<file path="config.mk">
export PLATFORM = sky130hd
export DESIGN_NAME = manual_drive_ctrl
export DESIGN_NICKNAME = d
export VERILOG_FILES = /design/src/rtl/manual_drive_ctrl_pkg.sv /design/src/rtl/manual_drive_ctrl_power_engine.sv /design/src/rtl/manual_drive_ctrl.sv
export SDC_FILE = /design/constraint.sdc
export NUM_CORES = 1
export LEC_CHECK = 0
export CAP_MARGIN = 20
export CORE_UTILIZATION = 55
export CTS_CLUSTER_SIZE = 24
export DETAILED_ROUTE_END_ITERATION = 6
export PLACE_DENSITY_LB_ADDON = 0.08
export SLEW_MARGIN = 0
export SYNTH_ARGS = -nofsm -noshare
export SYNTH_HDL_FRONTEND = slang
export SYNTH_SLANG_ARGS = --single-unit
</file>
<file path="constraint.sdc">
create_clock -name sys_clk -period 6.05 [get_ports sys_clk]
set_clock_uncertainty 0.2 [all_clocks]
set_input_delay 0.605 -clock sys_clk [delete_from_list [all_inputs] [get_ports sys_clk]]
set_output_delay 0.605 -clock sys_clk [all_outputs]
set_load 0.01 [all_outputs]
</file>
<file path="src/rtl/manual_drive_ctrl_pkg.sv">
// Shared encodings for the manual drive controller.
package manual_drive_ctrl_pkg;

  typedef enum logic [1:0] {
    ST_NOT_STARTING = 2'b00,
    ST_STARTING     = 2'b01,
    ST_MOVING       = 2'b10
  } drive_state_e;

  // Bit positions inside moving_state
  localparam int unsigned MV_FWD   = 0;
  localparam int unsigned MV_BACK  = 1;
  localparam int unsigned MV_LEFT  = 2;
  localparam int unsigned MV_RIGHT = 3;

  // One-hot panel encoding of a drive state
  function automatic logic [2:0] state_onehot(input drive_state_e s);
    logic [2:0] oh;
    oh = 3'b000;
    case (s)
      ST_NOT_STARTING: oh = 3'b001;
      ST_STARTING:     oh = 3'b010;
      ST_MOVING:       oh = 3'b100;
      default:         oh = 3'b000;
    endcase
    return oh;
  endfunction

endpackage

</file>
<file path="src/rtl/manual_drive_ctrl_power_engine.sv">
// Engine power register with long-press power-up, power-off and stall shutdown.
module manual_drive_ctrl_power_engine #(
  parameter int unsigned LONG_PRESS_CYCLES = 100_000_000
) (
  input  logic sys_clk,
  input  logic rst,
  input  logic power_on,
  input  logic power_off,
  input  logic stall,
  output logic power
);

  localparam int unsigned CntW = (LONG_PRESS_CYCLES > 1) ? $clog2(LONG_PRESS_CYCLES) : 1;
  localparam logic [CntW-1:0] CntLast = CntW'(LONG_PRESS_CYCLES - 1);

  logic [CntW-1:0] cnt_q, cnt_d;
  logic            power_q, power_d;

  // Next power state; power_off outranks everything, the press counter only runs while off
  always_comb begin
    power_d = power_q;
    cnt_d   = cnt_q;
    if (power_off) begin
      power_d = 1'b0;
      cnt_d   = '0;
    end else if (power_q) begin
      cnt_d = '0;
      if (stall) power_d = 1'b0;
    end else if (power_on) begin
      if (cnt_q == CntLast) begin
        power_d = 1'b1;
        cnt_d   = '0;
      end else begin
        cnt_d = cnt_q + CntW'(1);
      end
    end else begin
      cnt_d = '0;
    end
  end

  // Power and press-counter registers
  always_ff @(posedge sys_clk or posedge rst) begin
    if (rst) begin
      power_q <= 1'b0;
      cnt_q   <= '0;
    end else begin
      power_q <= power_d;
      cnt_q   <= cnt_d;
    end
  end

  assign power = power_q;

endmodule

</file>
<file path="src/rtl/manual_drive_ctrl.sv">
// Power and manual-transmission controller: drive FSM, moving nibble and panel lights.
module manual_drive_ctrl
  import manual_drive_ctrl_pkg::*;
#(
  parameter int unsigned LONG_PRESS_CYCLES = 100_000_000,
  parameter int unsigned BLINK_HALF_CYCLES = 50_000_000
) (
  input  logic       sys_clk,
  input  logic       rst,
  input  logic       power_on,
  input  logic       power_off,
  input  logic       clutch,
  input  logic       throttle,
  input  logic       brake,
  input  logic       rgs,
  input  logic       left,
  input  logic       right,
  output logic       power,
  output logic [1:0] state,
  output logic [3:0] moving_state,
  output logic       power_light,
  output logic [2:0] state_light,
  output logic [3:0] moving_light,
  output logic       turn_left_light,
  output logic       turn_right_light
);

  localparam int unsigned BlinkW = (BLINK_HALF_CYCLES > 1) ? $clog2(BLINK_HALF_CYCLES) : 1;
  localparam logic [BlinkW-1:0] BlinkLast = BlinkW'(BLINK_HALF_CYCLES - 1);

  drive_state_e      state_q, state_d;
  logic [3:0]        moving_q, moving_d;
  logic              rgs_q;
  logic              left_q, right_q;
  logic [BlinkW-1:0] blink_cnt_q;
  logic              blink_q;
  logic              stall_cond;
  logic              stall_req;

  manual_drive_ctrl_power_engine #(
    .LONG_PRESS_CYCLES(LONG_PRESS_CYCLES)
  ) u_power_engine (
    .sys_clk  (sys_clk),
    .rst      (rst),
    .power_on (power_on),
    .power_off(power_off),
    .stall    (stall_req),
    .power    (power)
  );

  // Stall detection: throttle without clutch at rest, or a gear change without clutch when rolling
  always_comb begin
    stall_cond = 1'b0;
    case (state_q)
      ST_NOT_STARTING:       stall_cond = throttle & ~clutch;
      ST_STARTING, ST_MOVING: stall_cond = (rgs != rgs_q) & ~clutch;
      default:               stall_cond = 1'b0;
    endcase
    stall_req = power & stall_cond;
  end

  // Drive-state transitions and the moving nibble for the next state
  always_comb begin
    state_d  = state_q;
    moving_d = 4'b0000;
    if (!power || power_off || stall_req || brake) begin
      state_d = ST_NOT_STARTING;
    end else begin
      case (state_q)
        ST_NOT_STARTING: if (throttle && clutch)    state_d = ST_STARTING;
        ST_STARTING:     if (throttle && !clutch)   state_d = ST_MOVING;
        ST_MOVING:       if (clutch || !throttle)   state_d = ST_STARTING;
        default:                                    state_d = ST_NOT_STARTING;
      endcase
    end
    if (state_d == ST_MOVING) begin
      moving_d[MV_FWD]   = ~rgs;
      moving_d[MV_BACK]  = rgs;
      moving_d[MV_LEFT]  = left & ~right;
      moving_d[MV_RIGHT] = right & ~left;
    end
  end

  // Drive state, moving nibble and input history registers
  always_ff @(posedge sys_clk or posedge rst) begin
    if (rst) begin
      state_q  <= ST_NOT_STARTING;
      moving_q <= 4'b0000;
      rgs_q    <= 1'b0;
      left_q   <= 1'b0;
      right_q  <= 1'b0;
    end else begin
      state_q  <= state_d;
      moving_q <= moving_d;
      rgs_q    <= rgs;
      left_q   <= left;
      right_q  <= right;
    end
  end

  // Free-running blink generator toggling every BLINK_HALF_CYCLES
  always_ff @(posedge sys_clk or posedge rst) begin
    if (rst) begin
      blink_cnt_q <= '0;
      blink_q     <= 1'b0;
    end else if (blink_cnt_q == BlinkLast) begin
      blink_cnt_q <= '0;
      blink_q     <= ~blink_q;
    end else begin
      blink_cnt_q <= blink_cnt_q + BlinkW'(1);
    end
  end

  // Lights are gated from registered sources so they clear with power
  always_comb begin
    state             = state_q;
    moving_state      = moving_q;
    power_light       = power;
    state_light       = power ? state_onehot(state_q) : 3'b000;
    moving_light      = moving_q;
    turn_left_light   = power & left_q & blink_q;
    turn_right_light  = power & right_q & blink_q;
  end

endmodule

</file>
; ---- Word level (Yosys, flattened, before mapping)
; Index checks and enable logic that the tools add are counted.
[word_totals]
elab_cells = 61
inputBits = 10
reg_bits = 64
[classes]
eq_ne = 6
n_mux = 19
bitwise_logic = 14
add_sub_neg = 2
n_reduce_logical = 11
[op_table]
columns = cell, n
row1 = 27-bit two-way mux, 4
row2 = "27-bit by 1-bit adder with 27-bit output, second input constant", 1
row3 = "27-bit == test, second input constant", 1
row4 = "26-bit by 1-bit adder with 26-bit output, second input constant", 1
row5 = "26-bit == test, second input constant", 1
row6 = 26-bit two-way mux, 1
row7 = 1-bit bitwise AND, 9
row8 = 3-bit case mux with 3 select lines, 1
row9 = 2-bit two-way mux, 4
row10 = 2-bit case mux with 3 select lines, 1
row11 = 1-bit two-way mux, 5
row12 = 1-bit inverter, 5
row13 = "2-bit == test, second input constant", 2
row14 = 1-bit logical OR, 4
row15 = 4-bit two-way mux, 1
row16 = 1-bit logical NOT, 3
row17 = 3-bit two-way mux, 1
row18 = "2-bit by 1-bit == test with 1-bit output, second input constant", 1
row19 = 1-bit logical AND, 2
row20 = 2-bit logical NOT, 1
row21 = 1-bit case mux with 2 select lines, 1
row22 = 2-bit OR reduction, 1
row23 = 1-bit inequality test, 1

; ---- Longest topological paths before layout
; Gate-level depths: netlist (run 1).
[depth]
ltp_word = 9
depth_mapped = 7
ltp_nobuf = 7

; ---- Cells and area by module
; Synthesis (run 1) repeated with hierarchy kept, for this count alone.
[unflattened]
cells_unflattened = 336
hier_area_um2 = 3420.8
[modules_own_cells]
columns = module, area_per_inst_um2, n_inst, cells_each
row1 = manual_drive_ctrl, 1896.8, 1, 176
row2 = manual_drive_ctrl_power_engine, 1524.0, 1, 160

; ---- Least setup slack after synthesis (run 1)
; Ideal clock, no wire load.
[synth_path]
path_kind = flip-flop to flip-flop
from = reg state_q[1] (netlist: state[1])
to = reg moving_q[3] (netlist: moving_light[3])
path_stages_with_launch = 8
required_time_ps = 5725
setup_time_ps = 125
synth_period_minus_slack_ps = 2075
arrival_time_ps = 1750
slack_ps = 3975
n_path_buf = 0
cell_sequence = dfrtp_1 > inv_1 > ha_1 > nor2_1 > a2111oi_0 > nor2_1 > nand4_1 > nor3b_1
[synth_between]
elab_chain_cells = 9
elab_cells_between_ends = 15
classes_between = eq/ne: 3 / mux: 7 / bitwise: 1 / reduce/logical: 4
[synth_lines]
columns = element, line_no
row1 = "start, declared", manual_drive_ctrl.sv:31  ; drive_state_e state_q, state_d;
row2 = "start signal, assigned", manual_drive_ctrl.sv:93  ; state_q <= state_d;
row3 = 2-bit == test or 2-bit by 1-bit == test with 1-bit output (tied branches), "manual_drive_ctrl.sv:54, manual_drive_ctrl.sv:69"
row4 = 2-bit OR reduction, manual_drive_ctrl.sv:54  ; case (state_q)
row5 = 1-bit case mux with 2 select lines, manual_drive_ctrl.sv:54
row6 = 1-bit bitwise AND, manual_drive_ctrl.sv:59  ; stall_req = power & stall_cond;
row7 = 1-bit logical OR (2 in series), manual_drive_ctrl.sv:66  ; if (!power || power_off || stall_req || brake) begin
row8 = 2-bit two-way mux (*), manual_drive_ctrl.sv:66
row9 = 2-bit == test (*), manual_drive_ctrl.sv:76  ; if (state_d == ST_MOVING) begin
row10 = 4-bit two-way mux (*), manual_drive_ctrl.sv:76
row11 = via moving_d[3], manual_drive_ctrl.sv:32  ; logic [3:0] moving_q, moving_d;
row12 = "end signal, assigned", manual_drive_ctrl.sv:94  ; moving_q <= moving_d;
row13 = "end, declared", manual_drive_ctrl.sv:32
; Mark *: on every way through the listed nets, which the timed path passes. The rest lies on a longest branch.
; A chain may end at the register's enable or synchronous reset.

; ---- Final worst setup path (run 1)
[layout_path]
from = reg state_q[1] (netlist: state[1])
to = out state_light[0]
[layout_between]
elab_chain_cells = 3
elab_cells_between_ends = 5
classes_between = eq/ne: 2 / mux: 2 / reduce/logical: 1
[layout_lines]
columns = element, line_no
row1 = "2-bit == test, or another cell as far along", manual_drive_ctrl_pkg.sv:20  ; case (s)
row2 = 3-bit case mux with 3 select lines (*), manual_drive_ctrl_pkg.sv:20
row3 = 3-bit two-way mux (*), manual_drive_ctrl.sv:119  ; state_light = power ? state_onehot(state_q) : 3'b000;
row4 = "end, declared", manual_drive_ctrl.sv:22  ; output logic [2:0] state_light,
; Every way passes the cells marked *; elsewhere a longest branch is shown, timed or not.

==> flow_metrics.py, run 1 <==
metrics = {
    "floorplan": {
        "die_h_microns": 79.0,
        "initial_utilization_pct": 58.1,
        "fp-row-count": 27,
        "core-area_sq_mm": 0.00561,
        "dieArea_sq_mm": 0.00624,
        "die_x_microns": 79.0,
        "ios": 27,
    },
    "global_routing": {
        "overflow": 0,
        "grt_max_degree": 65,
        "antenna_found_initial": 0,
        "gr-usage-all-layers_pct": 21.4,
        "grt_first_pass_wirelength_mm": 10.3,
        "grt_pass1_vias": 2324,
    },
    "clocking": {
        "clock_path_buffers": 2,
        "ctsResizeCount": 0,
        "numCtsBuffers": 9,
        "hold_buffers": 0,
        "clkLatencyLatePin_ps": 350,
        "htreeDepth": 3,
        "cts_root_buffer": "clkbuf_8",
        "path_clk_slew_ps": 70,
        "post_cts_buffers": 0,
        "clock-sinks": 64,
        "tritoncts": "built",
    },
    "synth": {
        "synth_simple_gate_area_share_pct": 27.3,
        "synth_top_family_by_area": "simple AND/OR/NAND/NOR gates",
        "postSynthAreaPerCell_sq_um": 9.64,
        "synth_fa_ha_area_share_pct": 2.69,
        "synthMuxAreaShare_pct": 0.307,
        "async_flop_share_pct": 100,
        "synth-main-ff-cell": "dfrtp_1",
        "synthCells": 338,
        "netlist-cell-type-count": 51,
        "syn_nets": 355,
        "synthXorXnorAreaFrac_pct": 10.5,
        "ys_warn_count": 0,
        "synth_edf_count": 0,
        "syn-cell-area_sq_mm": 0.00326,
        "synth_compound_area_share_pct": 6.26,
        "yosysSeqAreaShare_pct": 49.2,
        "synth-seq-cells": 64,
    },
    "sta": {
        "max_clock_freq_ghz": 0.373,
        "rsz0062_at_grt": "false",
        "setup_violations": 0,
        "period_share_pct": 44.4,
        "finalSetupTns_ps": 0,
        "hold_viol": 0,
        "tightest_slew_ps": 1040,
        "relSlewSlack_pct": 30.7,
        "slew_violations": 0,
        "fin_crit_ps": 2680,
    },
    "finish": {
        "fin_nets": 382,
        "finalNonFillerCells": 442,
        "layout_commonest_cell": "dfrtp_1",
        "num-fill-cells": 467,
        "diodes": 0,
        "final-seq-area_sq_mm": 0.00160,
        "drive_gt1_share_pct": 6.76,
        "syn2layout_area_growth_pct": 15.7,
        "multi_input_area_sq_mm": 0.00153,
        "layout_common_cells": "dfrtp_1, nor2_1, nand3_1, clkdlybuf4s50_1",
    },
    "pwr": {
        "power.internal_uw": 710,
        "pwr-share-seq_pct": 48.3,
        "ir_drop_uv": 254,
        "power_density_mw_per_mm2": 236,
        "combPwrFrac_pct": 2.8,
        "p_sw_share_pct": 20.2,
        "power_leakage_uw": 0.00156,
        "clkPwrFrac_pct": 48.8,
        "p_switching_uw": 180,
    },
    "critical_path": {
        "crit_fanout": 6,
        "cp_slowest_cell": "clkdlybuf4s50_1",
        "cp_top_family": "buffers and inverters",
        "path_buf_inv": 2,
        "crit_type": "register to output port",
        "cp.required_ps": 5240,
        "crit_chain": "inv_1 -> ha_1 -> and2_1 -> clkdlybuf4s50_1",
        "end_kind": "output port",
        "start_kind": "register",
        "slowest_delay_ps": 530,
        "arrival_ps": 1880,
    },
    "route": {
        "postRouteAntennaNets": 0,
        "dr_total_vias": 2478,
        "viasPerCell": 5.61,
        "first_iter_violations": 154,
        "first_pass_iters": 5,
        "wl_per_cell_microns": 14.1,
        "postRouteWirelength_mm": 6.24,
        "drc": 0,
    },
    "min_path": {
        "hold_path.class": "register to register",
    },
    "placed_design": {
        "io_buffers": 26,
        "dp_hpwl_mm": 4.23,
        "place_congestion": 0.854,
        "place_inst": 426,
    },
    "outcome": {
        "status": "finished, final reports clean",
    },
    "run": {
        "maxCapViolCount": 0,
    },
}
-- state kept, by name (all words and copies together) (netlist names) --
name and cells:
u_power_engine.cnt_q 27, blink_cnt_q 26, moving_light 4, state 2
blink_q 1, left_q 1, rgs_q 1, right_q 1
u_power_engine.power 1
-- Yosys cell counts (2+ instances only) --
cell type | instances | area share, %
a21oi_1 | 8 | 1.2
inv_1 | 12 | 1.4
nand3b_1 | 2 | 0.46
nand3_1 | 32 | 4.9
or3_1 | 2 | 0.38
and2_1 | 5 | 0.96
xor2_1 | 25 | 6.7
or2_2 | 3 | 0.58
xnor2_1 | 14 | 3.8
o31ai_1 | 2 | 0.46
ha_1 | 7 | 2.7
buf_6 | 2 | 0.69
and4_1 | 3 | 0.81
nand2b_1 | 2 | 0.38
nor3_1 | 10 | 1.5
nand2_1 | 25 | 2.9
nand4_1 | 11 | 2.1
o21ai_0 | 4 | 0.61
nor4_2 | 2 | 0.77
clkbuf_1 | 2 | 0.23
dfrtp_1 | 64 | 49
nor2_1 | 55 | 6.3
and3_1 | 7 | 1.3
buf_4 | 6 | 1.4
nor4_1 | 6 | 1.2
nor3b_1 | 2 | 0.46
-- logic make-up (layout without fill, tap and decap cells) --
group                      Yosys count  in the layout
and+or+nand+nor                    175            175
DFF                                 64             64
xor gates and xnor gates            39             39
AOI/OAI and AO/OA                   29             29
buffers and inverters               23             55
adders and majority gates            7              7
muxes                                1              1
-- area by class of cell --
type                    instances  area share [%]
well taps                      72            2.39
multi-input cells             251            40.6
clock inverters                 6            2.85
flip-flops and latches         64            42.5
inverters                      12            1.19
clock buffers                  10            3.38
repair buffers                 27            7.10
-- power by group through the flow --
stage	logic, uW	clock network [uW]	registers, uW
final	25.3	435	430
after global routing	28.5	460	430
after CTS	26.1	443	430
after detailed placement	26.1	0	438
after global placement	25.8	0	438
after floorplan	14.6	0	438
-- final timing paths --
path | to | slack [ps] | depth (start not counted) | from
worst min-delay path | u_power_engine.cnt_q[0]$_DFF_PP0_ | 260 | 1 | u_power_engine.cnt_q[0]$_DFF_PP0_
max in group asynchronous | blink_cnt_q[13]$_DFF_PP0_ | 4530 | 3 | rst
worst max-delay path | state_light[0] | 3370 | 4 | state[1]$_DFF_PP0_
min in group asynchronous | u_power_engine.cnt_q[15]$_DFF_PP0_ | 600 | 3 | rst
worst max register to register | blink_q$_DFFE_PP0N_ | 3470 | 5 | blink_cnt_q[7]$_DFF_PP0_
worst min register to register | u_power_engine.cnt_q[0]$_DFF_PP0_ | 260 | 1 | u_power_engine.cnt_q[0]$_DFF_PP0_
-- worst reg2reg max path: cells and delay by family (launching register included) --
kind / cells / cell delay (ps)
and+or+nand+nor: 4 / 1660
DFF: 1 / 430
xor gates and xnor gates: 1 / 140
-- routing by layer --
layer / share of wire [%] / track usage [%] / vias to the layer above
met4: 1.7 / 9.82 / 0
li1: - / - / 1227
met5: 0 / 0 / -
met3: 3.4 / 5.17 / 9
met2: 48 / 34.9 / 44
met1: 47 / 26.9 / 1198
-- stage by stage --
| stage | area [sq um] | setup WS (ps) | hold WS (ps) | total power, uW | utilization (%) |
|---|---|---|---|---|---|
| detailed placement | 3540 | 3420 | 253 | 464 | 63.1 |
| global route | 3770 | 3250 | 290 | 918 | 67.2 |
| finish | 3770 | 3370 | 262 | 890 | 67.2 |
| floorplan | 3260 | 3650 | 230 | 453 | - |
| global placement | 3540 | 3470 | 248 | 464 | 63.1 |
| CTS | 3770 | 3340 | 263 | 899 | 67.2 |
Power figures use the tool's default switching activity.
==> run 2, diff against run 1 <==
CORE_UTILIZATION = 52   (was 55)
clock period = 2.3 ns   (was 6.05 ns; I/O delays follow)
==> run 2 against run 1 <==
Effect of this change: hold slack got worse by 230 ps; total power rose to 2.6 times the previous value; count of clock-buffer cells in the layout fell by 1; first-iteration DRC count fell by 18%; sequential share of layout area fell by 1.3 points; combinational power rose to 2.9 times the previous value; non-clock buffer count rose by 16; clock power rose by 150%; critical path type unchanged.
==> flow_metrics.py, run 2 (synthesis results as in run 1) <==
metrics = {
    "outcome": {
        "status": "finished, final reports clean",
    },
    "critical_path": {
        "arrival_ps": 1820,
        "cp_top_family": "buffers and inverters",
        "path_buf_inv": 2,
        "crit_fanout": 6,
        "cp_slowest_cell": "clkdlybuf4s50_1",
        "start_kind": "register",
        "crit_type": "register to output port",
        "cp.required_ps": 1870,
        "end_kind": "output port",
        "crit_chain": "inv_1 -> ha_2 -> and2_1 -> clkdlybuf4s50_1",
        "slowest_delay_ps": 530,
    },
    "route": {
        "postRouteWirelength_mm": 6.72,
        "postRouteAntennaNets": 0,
        "first_iter_violations": 126,
        "viasPerCell": 5.50,
        "drc": 0,
        "dr_total_vias": 2537,
        "first_pass_iters": 4,
        "wl_per_cell_microns": 14.6,
    },
    "finish": {
        "syn2layout_area_growth_pct": 19.7,
        "largest_reg_flops": 27,
        "finish.utilization_pct": 65.1,
        "diodes": 0,
        "fin_nets": 398,
        "layout_commonest_cell": "dfrtp_1",
        "design_area_sq_mm": 0.00390,
        "drive_gt1_share_pct": 11.7,
        "largest_register": "u_power_engine.cnt_q",
        "layout_common_cells": "dfrtp_1, nor2_1, nand3_1, clkdlybuf4s50_1",
    },
    "sta": {
        "setup_violations": 0,
        "slew_violations": 0,
        "hold-worst-slack_ps": 27.8,
        "finalSetupTns_ps": 0,
        "period_share_pct": 97.9,
        "relSlewSlack_pct": 60.8,
        "hold_viol": 0,
        "max_clock_freq_ghz": 0.444,
        "rsz0062_at_grt": "true",
        "fin_crit_ps": 2250,
        "tightest_slew_ps": 583,
    },
    "pwr": {
        "power_density_mw_per_mm2": 583,
        "p_switching_uw": 507,
        "combPwrFrac_pct": 3.2,
        "pwr-share-seq_pct": 49.7,
        "clkPwrFrac_pct": 47.1,
        "power_leakage_uw": 0.00163,
        "power.internal_uw": 1770,
        "ir_drop_uv": 509,
        "power_uw": 2270,
        "p_sw_share_pct": 22.3,
    },
    "placed_design": {
        "placed_area_sq_mm": 0.00367,
        "io_buffers": 26,
        "dp_hpwl_mm": 4.73,
        "place_congestion": 0.837,
    },
    "floorplan": {
        "dieArea_sq_mm": 0.00659,
        "ios": 27,
        "fp-row-count": 28,
        "initial_utilization_pct": 54.4,
        "core-area_sq_mm": 0.00599,
        "die_x_microns": 81.2,
        "die_h_microns": 81.2,
    },
    "global_routing": {
        "gr-usage-all-layers_pct": 22.7,
        "grt_first_pass_wirelength_mm": 11.3,
        "grt_pass1_vias": 2407,
        "antenna_found_initial": 0,
        "grt_max_degree": 37,
        "overflow": 0,
    },
    "clocking": {
        "clock-sinks": 64,
        "clock_path_buffers": 2,
        "post_cts_buffers": 0,
        "clkLatencyLatePin_ps": 340,
        "cts_root_buffer": "clkbuf_8",
        "path_clk_slew_ps": 80,
        "numCtsBuffers": 9,
        "tritoncts": "built",
        "hold_buffers": 0,
        "htreeDepth": 3,
    },
    "min_path": {
        "hold_path.class": "primary input to asynchronous set/reset pin",
    },
    "run": {
        "maxCapViolCount": 0,
    },
}
run 2: final timing paths:
path | depth (start not counted) | startpoint | to | slack [ps]
worst min register to register | 1 | u_power_engine.cnt_q[0]$_DFF_PP0_ | u_power_engine.cnt_q[0]$_DFF_PP0_ | 260
worst max-delay path | 4 | state[1]$_DFF_PP0_ | state_light[0] | 50
max in group asynchronous | 3 | rst | state[1]$_DFF_PP0_ | 1290
min in group sys_clk | 1 | right | right_q$_DFF_PP0_ | 200
worst min-delay path | 2 | rst | u_power_engine.cnt_q[13]$_DFF_PP0_ | 30
worst max register to register | 6 | u_power_engine.cnt_q[22]$_DFF_PP0_ | u_power_engine.cnt_q[20]$_DFF_PP0_ | 110
run 2: repair_timing:
action | 4_1_cts | 5_1_grt
resized for setup | 1 | 3
setup endpoints to repair | 1 | 6
pin swaps | 0 | 0
run 2: final cells by class:
cell class	count	area [sq um]
Timing Repair Buffer	43	400
Fill cell	502	2090
Clock buffer	9	124
Tap cell	75	93.8
Inverter	12	45.0
Clock inverter	7	96.3
Multi-Input combinational cell	251	1540
Sequential cell	64	1600
run 2: power by group through the flow:
| stage | Sequential, uW | Combinational [uW] | Clock (uW) |
|---|---|---|---|
| floorplan | 1150 | 38.3 | 0 |
| global placement | 1150 | 73.3 | 0 |
| detailed placement | 1150 | 73.9 | 0 |
| CTS | 1130 | 74.3 | 1090 |
| global route | 1130 | 81.9 | 1130 |
| finish | 1130 | 72.4 | 1070 |
run 2: layer usage:
layer	share of wire, %	track usage [%]	vias up
met3	3.2	3.37	12
met5	0	0	-
met4	1.8	10.5	0
met2	47	36.8	45
met1	48	29.8	1225
li1	-	-	1255
run 2: stage by stage:
| step | setup WS [ps] | instances |
|---|---|---|
| 2_1_floorplan | 225 | 338 |
| 4_1_cts | 9.32 | 461 |
| 3_3_place_gp | 193 | 445 |
| 5_1_grt | -41.6 | 461 |
| 6_report | 48.0 | 461 |
| 3_5_place_dp | 155 | 445 |
==> run 3, diff against run 2 <==
CORE_UTILIZATION = 55   (was 52)
clock period = 2.6 ns   (was 2.3 ns; I/O delays follow)
==> run 3 against run 2 <==
Effect of this change: critical path type unchanged; critical path depth unchanged; first-iteration DRC count up 14%; non-clock buffer count down 7; final cell count fell by 2.4%; utilization is 3.1 points higher; register-to-register slack better by 240 ps; flip-flop and latch count did not move; clock power is 18% lower; hold slack better by 75 ps.
==> flow_metrics.py, run 3 (synthesis results as in run 1) <==
metrics = {
    "pwr": {
        "power_leakage_uw": 0.00160,
        "clkPwrFrac_pct": 45.3,
        "combPwrFrac_pct": 3.2,
        "power_density_mw_per_mm2": 509,
        "ir_drop_uv": 397,
        "p_switching_uw": 408,
        "p_sw_share_pct": 21.0,
        "power.internal_uw": 1540,
        "pwr-share-seq_pct": 51.5,
    },
    "critical_path": {
        "cp.required_ps": 2140,
        "crit_type": "register to output port",
        "crit_fanout": 6,
        "arrival_ps": 1880,
        "end_kind": "output port",
        "start_kind": "register",
    },
    "route": {
        "wl_per_cell_microns": 14.6,
        "postRouteWirelength_mm": 6.57,
        "postRouteAntennaNets": 0,
        "first_iter_violations": 144,
        "drc": 0,
        "viasPerCell": 5.62,
        "first_pass_iters": 4,
        "dr_total_vias": 2527,
    },
    "finish": {
        "design_area_sq_mm": 0.00382,
        "syn2layout_area_growth_pct": 17.3,
        "layout_common_cells": "dfrtp_1, nor2_1, nand3_1, clkdlybuf4s50_1",
        "finalNonFillerCells": 450,
        "largest_register": "u_power_engine.cnt_q",
        "layout_commonest_cell": "dfrtp_1",
        "diodes": 0,
        "largest_reg_flops": 27,
        "drive_gt1_share_pct": 8.99,
        "fin_nets": 391,
    },
    "run": {
        "maxCapViolCount": 0,
    },
    "global_routing": {
        "overflow": 0,
        "gr-usage-all-layers_pct": 23.5,
        "grt_first_pass_wirelength_mm": 11.2,
        "grt_max_degree": 65,
        "antenna_found_initial": 0,
        "grt_pass1_vias": 2484,
    },
    "min_path": {
        "hold_path.class": "primary input to asynchronous set/reset pin",
    },
    "clocking": {
        "cts_root_buffer": "clkbuf_8",
        "htreeDepth": 3,
        "path_clk_slew_ps": 70,
        "hold_buffers": 0,
        "numCtsBuffers": 9,
        "tritoncts": "built",
        "clkLatencyLatePin_ps": 340,
        "post_cts_buffers": 0,
        "ctsResizeCount": 0,
        "clock_path_buffers": 2,
        "clock-sinks": 64,
    },
    "sta": {
        "max_clock_freq_ghz": 0.427,
        "relSlewSlack_pct": 57.7,
        "fin_crit_ps": 2340,
        "hold_viol": 0,
        "setup_violations": 0,
        "period_share_pct": 90.1,
        "slew_violations": 0,
        "finalSetupTns_ps": 0,
        "tightest_slew_ps": 628,
        "rsz0062_at_grt": "false",
    },
    "floorplan": {
        "die_x_microns": 79.0,
        "core-area_sq_mm": 0.00561,
        "initial_utilization_pct": 58.1,
        "die_h_microns": 79.0,
        "dieArea_sq_mm": 0.00624,
        "ios": 27,
        "fp-row-count": 27,
    },
    "placed_design": {
        "io_buffers": 26,
        "dp_hpwl_mm": 4.44,
        "place_congestion": 0.833,
        "place_inst": 435,
        "placed_area_sq_mm": 0.00362,
    },
    "outcome": {
        "status": "finished, final reports clean",
    },
}
==> run 3: cell types whose count changed in the layout (fill, tap and decap cells not counted), moves of 2 or more <==
cell	change
buf_4	-7
dfrtp_2	-2
clkinvlp_4	-3
clkbuf_8	+3
dfrtp_1	+2
==> run 3: worst max-delay path: stages (launching register included) <==
cell             delay [ps]
dfrtp_1                 440
inv_1                   150
ha_1                    270
and2_1                  150
clkdlybuf4s50_1         540
==> run 3: worst paths after layout <==
kind / from / end / slack [ps] / cells after the start
max reg2reg: u_power_engine.cnt_q[20]$_DFF_PP0_ / u_power_engine.cnt_q[11]$_DFF_PP0_ / 350 / 5
min reg2reg: u_power_engine.cnt_q[0]$_DFF_PP0_ / u_power_engine.cnt_q[0]$_DFF_PP0_ / 260 / 1
max in group asynchronous: rst / blink_cnt_q[16]$_DFF_PP0_ / 1830 / 3
min: rst / u_power_engine.cnt_q[15]$_DFF_PP0_ / 100 / 3
min in group sys_clk: right / right_q$_DFF_PP0_ / 220 / 1
max: state[1]$_DFF_PP0_ / state_light[0] / 260 / 4
==> run 3: cell type report <==
class | instances | area, sq um
multi-input cells | 251 | 1530
fillers | 444 | 1790
flip-flops and latches | 64 | 1600
clock inverters | 3 | 40.0
clock buffers | 12 | 165
inverters | 12 | 45.0
well taps | 72 | 90.1
repair buffers | 36 | 348
==> run 3: layer usage <==
layer	up-vias	GRT usage, %	share of wire (%)
li1	1241	-	-
met1	1222	29.8	46
met2	54	38.0	49
met3	10	6.44	3.7
met4	0	9.09	1.2
met5	-	0	0
==> run 3: per-stage QoR <==
stage / setup WS, ps / util, % / total power (uW) / hold slack (ps)
6_report: 258 / 68.1 / 1940 / 103
5_1_grt: 131 / 68.1 / 2010 / 128
4_1_cts: 240 / 68.1 / 1960 / 109
3_5_place_dp: 357 / 64.5 / 1080 / 253
3_3_place_gp: 434 / 64.5 / 1080 / 247
2_1_floorplan: 525 / - / 1050 / 91.4
==> run 3: power groups by stage <==
stage               clock network [uW]  logic, uW  registers (uW)
floorplan                            0       33.9            1020
global placement                     0       63.8            1020
detailed placement                   0       64.7            1020
CTS                                898       64.7            1000
global route                       943       71.3            1000
finish                             880       63.2            1000
